### src/rtl/rps_pkg.sv
// ============================================================================
// Module  : rps_pkg
// Brief   : Shared encodings, state type and helper for the RPS round logic.
// Revision: 1.0 - initial release
// ============================================================================
`default_nettype none

package rps_pkg;

   localparam logic [1:0] ROCK         = 2'd0;
   localparam logic [1:0] PAPER        = 2'd1;
   localparam logic [1:0] SCISSORS     = 2'd2;
   localparam logic [1:0] ILLEGAL_MOVE = 2'd3;

   localparam logic [1:0] TIE    = 2'd0;
   localparam logic [1:0] P_WIN  = 2'd1;
   localparam logic [1:0] AI_WIN = 2'd2;
   localparam logic [1:0] NONE   = 2'd3;

   typedef enum logic [1:0] {
      IDLE      = 2'd0,
      JUDGE     = 2'd1,
      REPORT    = 2'd2,
      GAME_OVER = 2'd3
   } state_t;

   // Move that defeats m; only defined for legal moves
   function automatic logic [1:0] beats(input logic [1:0] m);
      return (m == SCISSORS) ? ROCK : m + 2'd1;
   endfunction

endpackage

`default_nettype wire

### src/rtl/rps_judge.sv
// ============================================================================
// Module  : rps_judge
// Brief   : Combinational round judge, {player, ai} -> result.
// Revision: 1.0 - initial release
// ============================================================================
`default_nettype none

module rps_judge
   import rps_pkg::*;
(
   input  logic [1:0] player,
   input  logic [1:0] ai,
   output logic [1:0] result
);

   always_comb begin
      result = AI_WIN;
      if (player == ai)
         result = TIE;
      else if (player == beats(ai))
         result = P_WIN;
   end

endmodule

`default_nettype wire

### src/rtl/rps_referee.sv
// ============================================================================
// Module  : rps_referee
// Brief   : Round controller: AI counter-move, judging, scoring, match end.
//           Optional macro RPS_STREAK_EN adds the best_streak output.
// Revision: 1.0 - initial release
// ============================================================================
`default_nettype none

module rps_referee
   import rps_pkg::*;
#(
   parameter int SCORE_W   = 4,
   parameter int MAX_SCORE = 9
) (
   input  logic               clock,
   input  logic               reset,
   input  logic               move_valid,
   input  logic [1:0]         player_move,
   input  logic [1:0]         ai_guess,
   input  logic               new_game,
   output logic               busy,
   output logic [3:0]         combination,
   output logic               combo_valid,
   output logic [1:0]         result,
   output logic [SCORE_W-1:0] player_score,
   output logic [SCORE_W-1:0] ai_score,
   output logic [7:0]         round_count,
   output logic               game_over
`ifdef RPS_STREAK_EN
   ,output logic [SCORE_W-1:0] best_streak
`endif
);

   state_t             r_state;
   logic               r_busy;
   logic [3:0]         r_combination;
   logic               r_combo_valid;
   logic [1:0]         r_result;
   logic [SCORE_W-1:0] r_player_score;
   logic [SCORE_W-1:0] r_ai_score;
   logic [7:0]         r_round_count;
   logic               r_game_over;
   logic [1:0]         r_player_move;
   logic [1:0]         r_ai_move;
   logic [1:0]         w_round_result;
   logic               w_clear;
   logic               w_match_end;

   rps_judge u_judge (
      .player (r_player_move),
      .ai     (r_ai_move),
      .result (w_round_result)
   );

   assign w_clear     = new_game && ((r_state == IDLE) || (r_state == GAME_OVER));
   assign w_match_end = (r_player_score == SCORE_W'(MAX_SCORE)) ||
                        (r_ai_score == SCORE_W'(MAX_SCORE));

   always_ff @(posedge clock) begin
      if (reset) begin
         r_state        <= IDLE;
         r_busy         <= 1'b0;
         r_combination  <= 4'd0;
         r_combo_valid  <= 1'b0;
         r_result       <= NONE;
         r_player_score <= '0;
         r_ai_score     <= '0;
         r_round_count  <= 8'd0;
         r_game_over    <= 1'b0;
         r_player_move  <= ROCK;
         r_ai_move      <= ROCK;
      end else begin
         r_combo_valid <= 1'b0;
         if (w_clear) begin
            r_player_score <= '0;
            r_ai_score     <= '0;
            r_round_count  <= 8'd0;
            r_result       <= NONE;
         end
         case (r_state)
            IDLE: begin
               if (!new_game && move_valid && (player_move != ILLEGAL_MOVE)) begin
                  r_player_move <= player_move;
                  r_ai_move     <= beats((ai_guess == ILLEGAL_MOVE) ? ROCK : ai_guess);
                  r_state       <= JUDGE;
                  r_busy        <= 1'b1;
               end
            end
            JUDGE: begin
               r_result      <= w_round_result;
               r_round_count <= r_round_count + 8'd1;
               if (w_round_result == P_WIN)
                  r_player_score <= r_player_score + SCORE_W'(1);
               else if (w_round_result == AI_WIN)
                  r_ai_score <= r_ai_score + SCORE_W'(1);
               // Registered here so the pair and its pulse are visible during REPORT
               r_combination <= {r_ai_move, r_player_move};
               r_combo_valid <= 1'b1;
               r_state       <= REPORT;
            end
            REPORT: begin
               if (w_match_end) begin
                  r_state     <= GAME_OVER;
                  r_game_over <= 1'b1;
               end else begin
                  r_state <= IDLE;
                  r_busy  <= 1'b0;
               end
            end
            GAME_OVER: begin
               if (new_game) begin
                  r_state     <= IDLE;
                  r_busy      <= 1'b0;
                  r_game_over <= 1'b0;
               end
            end
            default: r_state <= IDLE;
         endcase
      end
   end

`ifdef RPS_STREAK_EN
   logic [SCORE_W-1:0] r_run;
   logic [SCORE_W-1:0] r_best;

   always_ff @(posedge clock) begin
      if (reset || w_clear) begin
         r_run  <= '0;
         r_best <= '0;
      end else if (r_state == JUDGE) begin
         r_run <= (w_round_result == P_WIN) ? r_run + SCORE_W'(1) : '0;
      end else if ((r_state == REPORT) && (r_run > r_best)) begin
         r_best <= r_run;
      end
   end

   assign best_streak = r_best;
`endif

   assign busy         = r_busy;
   assign combination  = r_combination;
   assign combo_valid  = r_combo_valid;
   assign result       = r_result;
   assign player_score = r_player_score;
   assign ai_score     = r_ai_score;
   assign round_count  = r_round_count;
   assign game_over    = r_game_over;

endmodule

`default_nettype wire

### config.mk
export PLATFORM = sky130hd
export DESIGN_NAME = rps_referee
export DESIGN_NICKNAME = d
export VERILOG_FILES = /design/src/rtl/rps_pkg.sv /design/src/rtl/rps_judge.sv /design/src/rtl/rps_referee.sv
export SDC_FILE = /design/constraint.sdc
export NUM_CORES = 1
export LEC_CHECK = 0
export ABC_AREA = 0
export CORE_UTILIZATION = 56
export CTS_CLUSTER_SIZE = 12
export DETAILED_ROUTE_END_ITERATION = 8
export MAX_ROUTING_LAYER = met4
export PLACE_DENSITY = 0.85
export SYNTH_ARGS = -nofsm -noshare
export SYNTH_HDL_FRONTEND = slang
export SYNTH_SLANG_ARGS = --single-unit
### constraint.sdc
create_clock -name clock -period 2.8 [get_ports clock]
set_clock_uncertainty 0.1 [all_clocks]
set_input_delay 0.28 -clock clock [delete_from_list [all_inputs] [get_ports clock]]
set_output_delay 0.28 -clock clock [all_outputs]
set_load 0.005 [all_outputs]
Word level (Yosys, flattened, before mapping):

Cells that the tools add are included.

* register bits: 31
* bits of input ports: 8
* output and inout bits: 25

* $add $sub $neg: 5
* eq/ne operators: 17
* mux-type cells: 27
* reduce and logical (&&, ||, !) cells: 14

Operator list (count)
* 2-to-1 mux 4 bit: 7
* 2-to-1 mux 2 bit: 10
* 2-to-1 mux 8 bit: 2
* == test 2 bit (second input constant): 6
* adder 4 x 1 -> 4 bit (second input constant): 2
* adder 8 x 1 -> 8 bit (second input constant): 1
* == test 4 bit (second input constant): 2
* inequality test 2 bit (second input constant): 4
* case mux 2 bit (4 select lines): 1
* 2-to-1 mux 1 bit: 5
* adder 2 x 1 -> 2 bit (second input constant): 2
* == test 2 x 1 -> 1 bit (second input constant): 2
* == test 2 bit: 2
* AND reduction 2 bit: 2
* AND reduction 4 bit: 1
* nonzero test 2 bit: 2
* logical AND 1 bit: 3
* case mux 1 bit (3 select lines): 1
* AND reduction 3 bit: 1
* nonzero test 3 bit: 1
* zero test 2 bit: 1
* logical OR 1 bit: 2
* inequality test 2 x 1 -> 1 bit (second input constant): 1
* case mux 1 bit (2 select lines): 1
* zero test 1 bit: 1

Logic depth before layout (Yosys ltp):

* depth in word-level cells: 9
* gate-level depth with buffers: 7
* depth with buffers taken out: 6

Modules after synthesis:

A second synthesis with hierarchy kept.

* cells, all modules: 179
* area, all modules: 1560.2 um2

Modules (own cells, without submodules)
* rps_referee: times used 1, cells an instance 167, area an instance 1487.7 um2, seq. area each 620.6 um2
* rps_judge: times used 1, cells an instance 12, area an instance 72.6 um2, seq. area each 0.0 um2

Least setup slack after synthesis:

OpenSTA, ideal clock, no wires.

* path kind: reg2reg
* start: register r_state[0]
* end: register r_player_score[2], in the netlist player_score[2]
* arrival: 1.440 ns
* required time: 2.586 ns
* path slack: 1.146 ns
* stages on the path, launching flop included: 7
* period minus slack after synthesis: 1.654 ns
* cell sequence: dfxtp_1 inv_1 ha_1 nor2b_1 nor2_1 o2bb2ai_1 a21o_1

* longest elaborated chain between the ends: 6
* elaborated cells between the ends (all ways): 8

RTL lines
* from (decl): RTL line rps_referee.sv:34 `state_t r_state;`
* from (signal assigned): RTL line rps_referee.sv:61 `r_state <= IDLE;`
* from (signal assigned): RTL line rps_referee.sv:85 `r_state <= JUDGE;`
* from (signal assigned): RTL line rps_referee.sv:99 `r_state <= REPORT;`
* == test 2 bit or zero test 2 bit (tied branches): RTL line rps_referee.sv:55 `assign w_clear = new_game && ((r_state == IDLE) || (r_state == GAME_OVER));`
* logical OR 1 bit: RTL line rps_referee.sv:55
* logical AND 1 bit: RTL line rps_referee.sv:55
* 2-to-1 mux 4 bit: RTL line rps_referee.sv:74 `if (w_clear) begin`
* 2-to-1 mux 4 bit: RTL line rps_referee.sv:92 `if (w_round_result == P_WIN)`
* 2-to-1 mux 4 bit *: RTL line rps_referee.sv:80 `case (r_state)`
* to (signal assigned): RTL line rps_referee.sv:93 `r_player_score <= r_player_score + SCORE_W'(1);`
* to (decl): RTL line rps_referee.sv:39 `logic [SCORE_W-1:0] r_player_score;`

Mark *: on every way between the ends. The rest lies on a longest branch, timed or not.
A chain may end at the register's enable or synchronous reset.

Worst setup path in the final report:

* start: register r_state[1]
* end: register r_round_count[7], in the netlist round_count[7]

* longest elaborated chain between the ends: 4
* elaborated cells between the ends (all ways): 7

RTL lines
* == test 2 bit or zero test 2 bit (tied branches): RTL line rps_referee.sv:55
* logical OR 1 bit: RTL line rps_referee.sv:55
* logical AND 1 bit: RTL line rps_referee.sv:55
* nonzero test 2 bit (no line)
* to (signal assigned): RTL line rps_referee.sv:91 `r_round_count <= r_round_count + 8'd1;`
* to (decl): RTL line rps_referee.sv:41 `logic [7:0] r_round_count;`

Parallel ways exist; a longest one is shown, timed or not.

==> out/results.txt <==
worst skew pair latency = 330 ps
Crit. End Element = flip-flop
Port Buffers = 32
Post-synth ARST share = 0%
fmax = 448 MHz
CTS sink count = 31
Netlist Area Pre-Place = 1760 sq um
Arr. time, crit path = 2400 ps
largest family of logic cells by synthesized area = simple AND/OR/NAND/NOR gates
Max clock buf depth = 2
Slew Viols, Final = 0
grt ovf = 0
routed vias/inst = 5.73
Post-Synth Adder-Cell Area = 7.80%
Routed wire per std cell = 14.7 um
leakage power = 0.763 nW
initial antenna violation count = 0
Net Count, Synth = 214
area of the core = 3030 sq um
Max-cap violations = 0
clock-pin slew on the worst setup and hold paths = 90 ps
maximum vdd ir drop = 272 uV
part of the cycle the worst path needs = 79.6%
Resize count post-CTS = 0
Gate Count Post-Synth = 195
DRT Wirelength = 3960 um
Yosys warning total = 0
die footprint = 3380 sq um
worst endpoint required time = 2970 ps
fin cells = 270
mux cell area share after synthesis = 6.45%
PD cells = 502 nW/um^2
layout cells sized above 1 = 9.29%
CP top delay family = adder cells
post-route worst setup slack = 570 ps
Final ANT Viol Nets = 0
number of global-route vias before repair = 1497
Inst Count DP = 264
post-layout util = 70.5%
Post-synth EDFFs = 0
num rows = 20
Critical Path, Cell by Cell = inv_1 > ha_1 > and4_1 > nand3_1 > mux2_2 > nor2_1
Place WS = 629 ps
highest-delay cell along the critical path = ha_1
Post-Synth XOR/XNOR Area = 0.993%
slowest stage delay, CP = 760 ps
highest net fanout along the worst path = 25
CTS tree = yes
Layout Nets = 246
Final TNS setup = 0 ps
Crit path depth = 6
root buffer cell = clkbuf_4
RSZ-0062 raised after global routing = false
first-pass GRT wire length = 6680 um
Setup crit start kind = flip-flop
n_diodes = 0
power consumption = 1.07 mW
Relative slew margins = 39.9%
Initial Util = 58.3%
# Post-CTS Setup Buffers = 0
ranking of synthesized cells by area = dfxtp_1 35%, ha_1 7.8%, mux2i_1 4.5%, nor2_1 3.4%, nand3_1 3.1%
ys flop type = dfxtp_1
part of the Yosys area used for sequential elements = 35.2%
Hold Crit Class = flip-flop to flip-flop
Buf/Inv on CP = 1
Synth-to-Final Area Change = 21.0%
largest net degree at the start of global routing = 26
Synth Area in Simple Gates = 22.0%
crit path kind = flip-flop to flip-flop
drt pass-1 iters = 4
routed vias = 1548
Min-Delay Path Depth = 2
CTS Buf Count = 5
Reg2Reg Depth = 6
Worst-Margin Slew = 901 ps
compound-gate portion of the synthesized area = 21.6%
final setup vio count = 0
Final min period = 2230 ps
Design Area, Final = 2130 sq um
dpl hpwl = 2840 um
Yosys top cell area share = 35.2%
H-tree depth reported by CTS = 2
routability cong. = 0.815
syn_area_per_cell = 9.05 sq um
cts hold-fix bufs = 0
Die H = 58.1 um
IO Count = 33
Iter 0 DRT Violations = 79
Placed Area = 2090 sq um
Fin Hold WS = 399 ps
Die Wd = 58.1 um
status = finished clean
Total Routing Usage GR = 27.1%
synth unique cells = 52
final hold viol count = 0
synthesis-stage register bit count = 31
area leader, netlist = dfxtp_1
DRC Markers = 0
cells in the mapped netlist (all sizes together), types with 5 or more instances:
cell    number
nor2        16
dfxtp       31
nand2        9
mux2i        8
nand3       11
a21oi       10
o311ai       8
inv         12
nor2b        5
o21ai       10
ha          11
buf          6
tightest hold or removal path, delay by kind of cell (launching register included):
| family | cells | cell delay, ps |
|---|---|---|
| flip-flops | 1 | 330 |
| AND/OR/NAND/NOR | 1 | 70 |
| AO/OA/AOI/OAI | 1 | 60 |
registers in the layout, summed over array words and instances, names as in the netlist, 2 cells and up:
| signal | cells |
|---|---|
| round_count | 8 |
| ai_score | 4 |
| combination | 4 |
| player_score | 4 |
| r_ai_move | 2 |
| r_player_move | 2 |
| r_state | 2 |
| result | 2 |
area by class of cell:
cell class / count / area, sq um
multi-input cells: 143 / 1040
fillers: 250 / 893
flip-flops and latches: 31 / 621
repair buffers: 34 / 335
well taps: 44 / 55.1
inverters: 12 / 45.0
clock buffers: 6 / 41.3
report_power, final:
part           leakage [nW]  switching [mW]  internal [mW]
registers             0.251          0.0388          0.477
clock network        0.0242           0.144         0.0891
logic                 0.488           0.175          0.146
worst paths after layout:
kind	start	to	slack, ps
worst min-delay path	combination[2]	combination[2]	400
worst min register to register	combination[2]	combination[2]	400
worst max-delay path	r_state[1]	round_count[7]	570
worst max register to register	r_state[1]	round_count[7]	570
cell families (layout without fill, tap and decap cells):
logic type / count (synthesis) / after routing
xor gates and xnor gates: 2 / 2
adders and majority gates: 11 / 11
and+or+nand+nor: 70 / 70
muxes: 11 / 11
AOI/OAI and AO/OA: 49 / 49
buffers and inverters: 21 / 52
DFF: 31 / 31
per-layer routing:
layer	up-vias	GRT usage [%]	wire length, um
li1	772	-	-
met5	-	-	0
met4	0	15.6	92
met3	11	6.25	191
met1	722	32.1	1710
met2	43	42.0	1970
layout by cell type, fill, tap and decap left out, drive strengths merged, types with 6 or more instances in the layout:
cell type      instances
clkdlybuf4s50         32
dfxtp                 31
nor2                  16
inv                   12
nand3                 11
ha                    11
o21ai                 10
a21oi                 10
nand2                  9
mux2i                  8
o311ai                 8
clkbuf                 6
(Power assumes the default switching activity.)
==> variant (config.mk and constraints unchanged) <==
Encoding of `state_t`: now one-hot (4 bits for 4 states).
--- a/src/rtl/rps_pkg.sv
+++ b/src/rtl/rps_pkg.sv
@@ -19,7 +19,7 @@
 
-   typedef enum logic [1:0] {
-      IDLE      = 2'd0,
-      JUDGE     = 2'd1,
-      REPORT    = 2'd2,
-      GAME_OVER = 2'd3
+   typedef enum logic [3:0] {
+      IDLE      = 4'b0001,
+      JUDGE     = 4'b0010,
+      REPORT    = 4'b0100,
+      GAME_OVER = 4'b1000
    } state_t;
Check against the original RTL: same outputs for any inputs over 10 cycles, from zero or initial values and one cycle with reset high; not proved beyond that.
==> variant against the unedited design <==
- final cell count shrank 7.4%
- synthesized area shrank 7.2%
- wire length shrank 4.2%
- critical path type unchanged
- critical endpoint is now player_score[2]$_SDFF_PP0_
- setup slack gained 0.21 ns
- final area shrank 3.6%
- sequential cell count grew 2
Power is not compared: it rests on default switching activity, and its combinational part moved more than twofold at a synthesized area within 25%.
==> variant: results (changes against the unedited design) <==
[global_route]
grt_use_met3_pct=4.88  ; -1.4 points
grt_util_met1_pct=29.5  ; -2.6 points
grt_max_degree=30  ; +15%
grt_pass1_vias=1442  ; -3.7%

[setup_path]
rr_worst_depth=4  ; -2
reg2reg_setup_slack_ns=0.78  ; +0.21 ns
critPathMaxFanout=9  ; -64%
cp_slowest_stage_delay_ns=0.54  ; -0.22 ns
crit_end=player_score[2]$_SDFF_PP0_

[yosys]
ys_top_cells_by_area=dfxtp_1, ha_1, nand2_1, mux2i_1, a21oi_1
synth_nets=199  ; -7.0%
synth_commonest_cells=dfxtp_1, nand2_1, nor2_1
synthDistinctLibCells=50  ; -3.8%
syn_inst=185  ; -5.1%

[worst_hold_path]
hold_end=combination[2]$_SDFFE_PP0N_

[drt]
vias=1496  ; -3.4%
wl_per_cell_um=15.2  ; +3.4%
met2_length_mm=1.89  ; -4.1%
via_per_inst=5.98  ; +4.4%

[outcome]
status=finished clean

[final_layout]
nets=232  ; -5.7%
buffers=35  ; +2.9%
nMultiInputCombCells=138  ; -3.5%
seq_area_share_pct=32.1  ; +3.0 points
clock_buffers=7  ; +1

[clocking]
cts.clk_slew.worst_paths_ns=0.11  ; +0.02 ns
clock-sinks=33  ; +6.5%

[placement]
place.gp.congestion=0.771  ; -5.3%

-- variant: kinds of logic (layout without fill, tap and decap cells) --
logic type / count (synthesis) / count (layout) / share of synthesized area, %
AO/OA/AOI/OAI: 38 / 38 / 15.9
adder cells (fa/ha/maj): 6 / 6 / 4.58
AND/OR/NAND/NOR: 81 / 81 / 27.7
buffers and inverters: 14 / 48 / 3.97
multiplexers: 7 / 7 / 4.28
flip-flops: 33 / 33 / 40.3
XOR/XNOR: 6 / 6 / 3.21
-- variant: report_power, final --
group | internal, mW | switching (mW)
combinational | 0.0658 | 0.0803
sequential | 0.485 | 0.0265
clock | 0.213 | 0.164
-- variant: metrics by stage --
stage	hold WS, ns	cell area [um2]	setup slack, ns
final	0.374	2060	0.784
after global routing	0.387	2060	0.627
after CTS	0.376	2060	0.789
after detailed placement	0.358	1970	0.803
after global placement	0.350	1970	0.932
after floorplan	0.324	1640	1.02
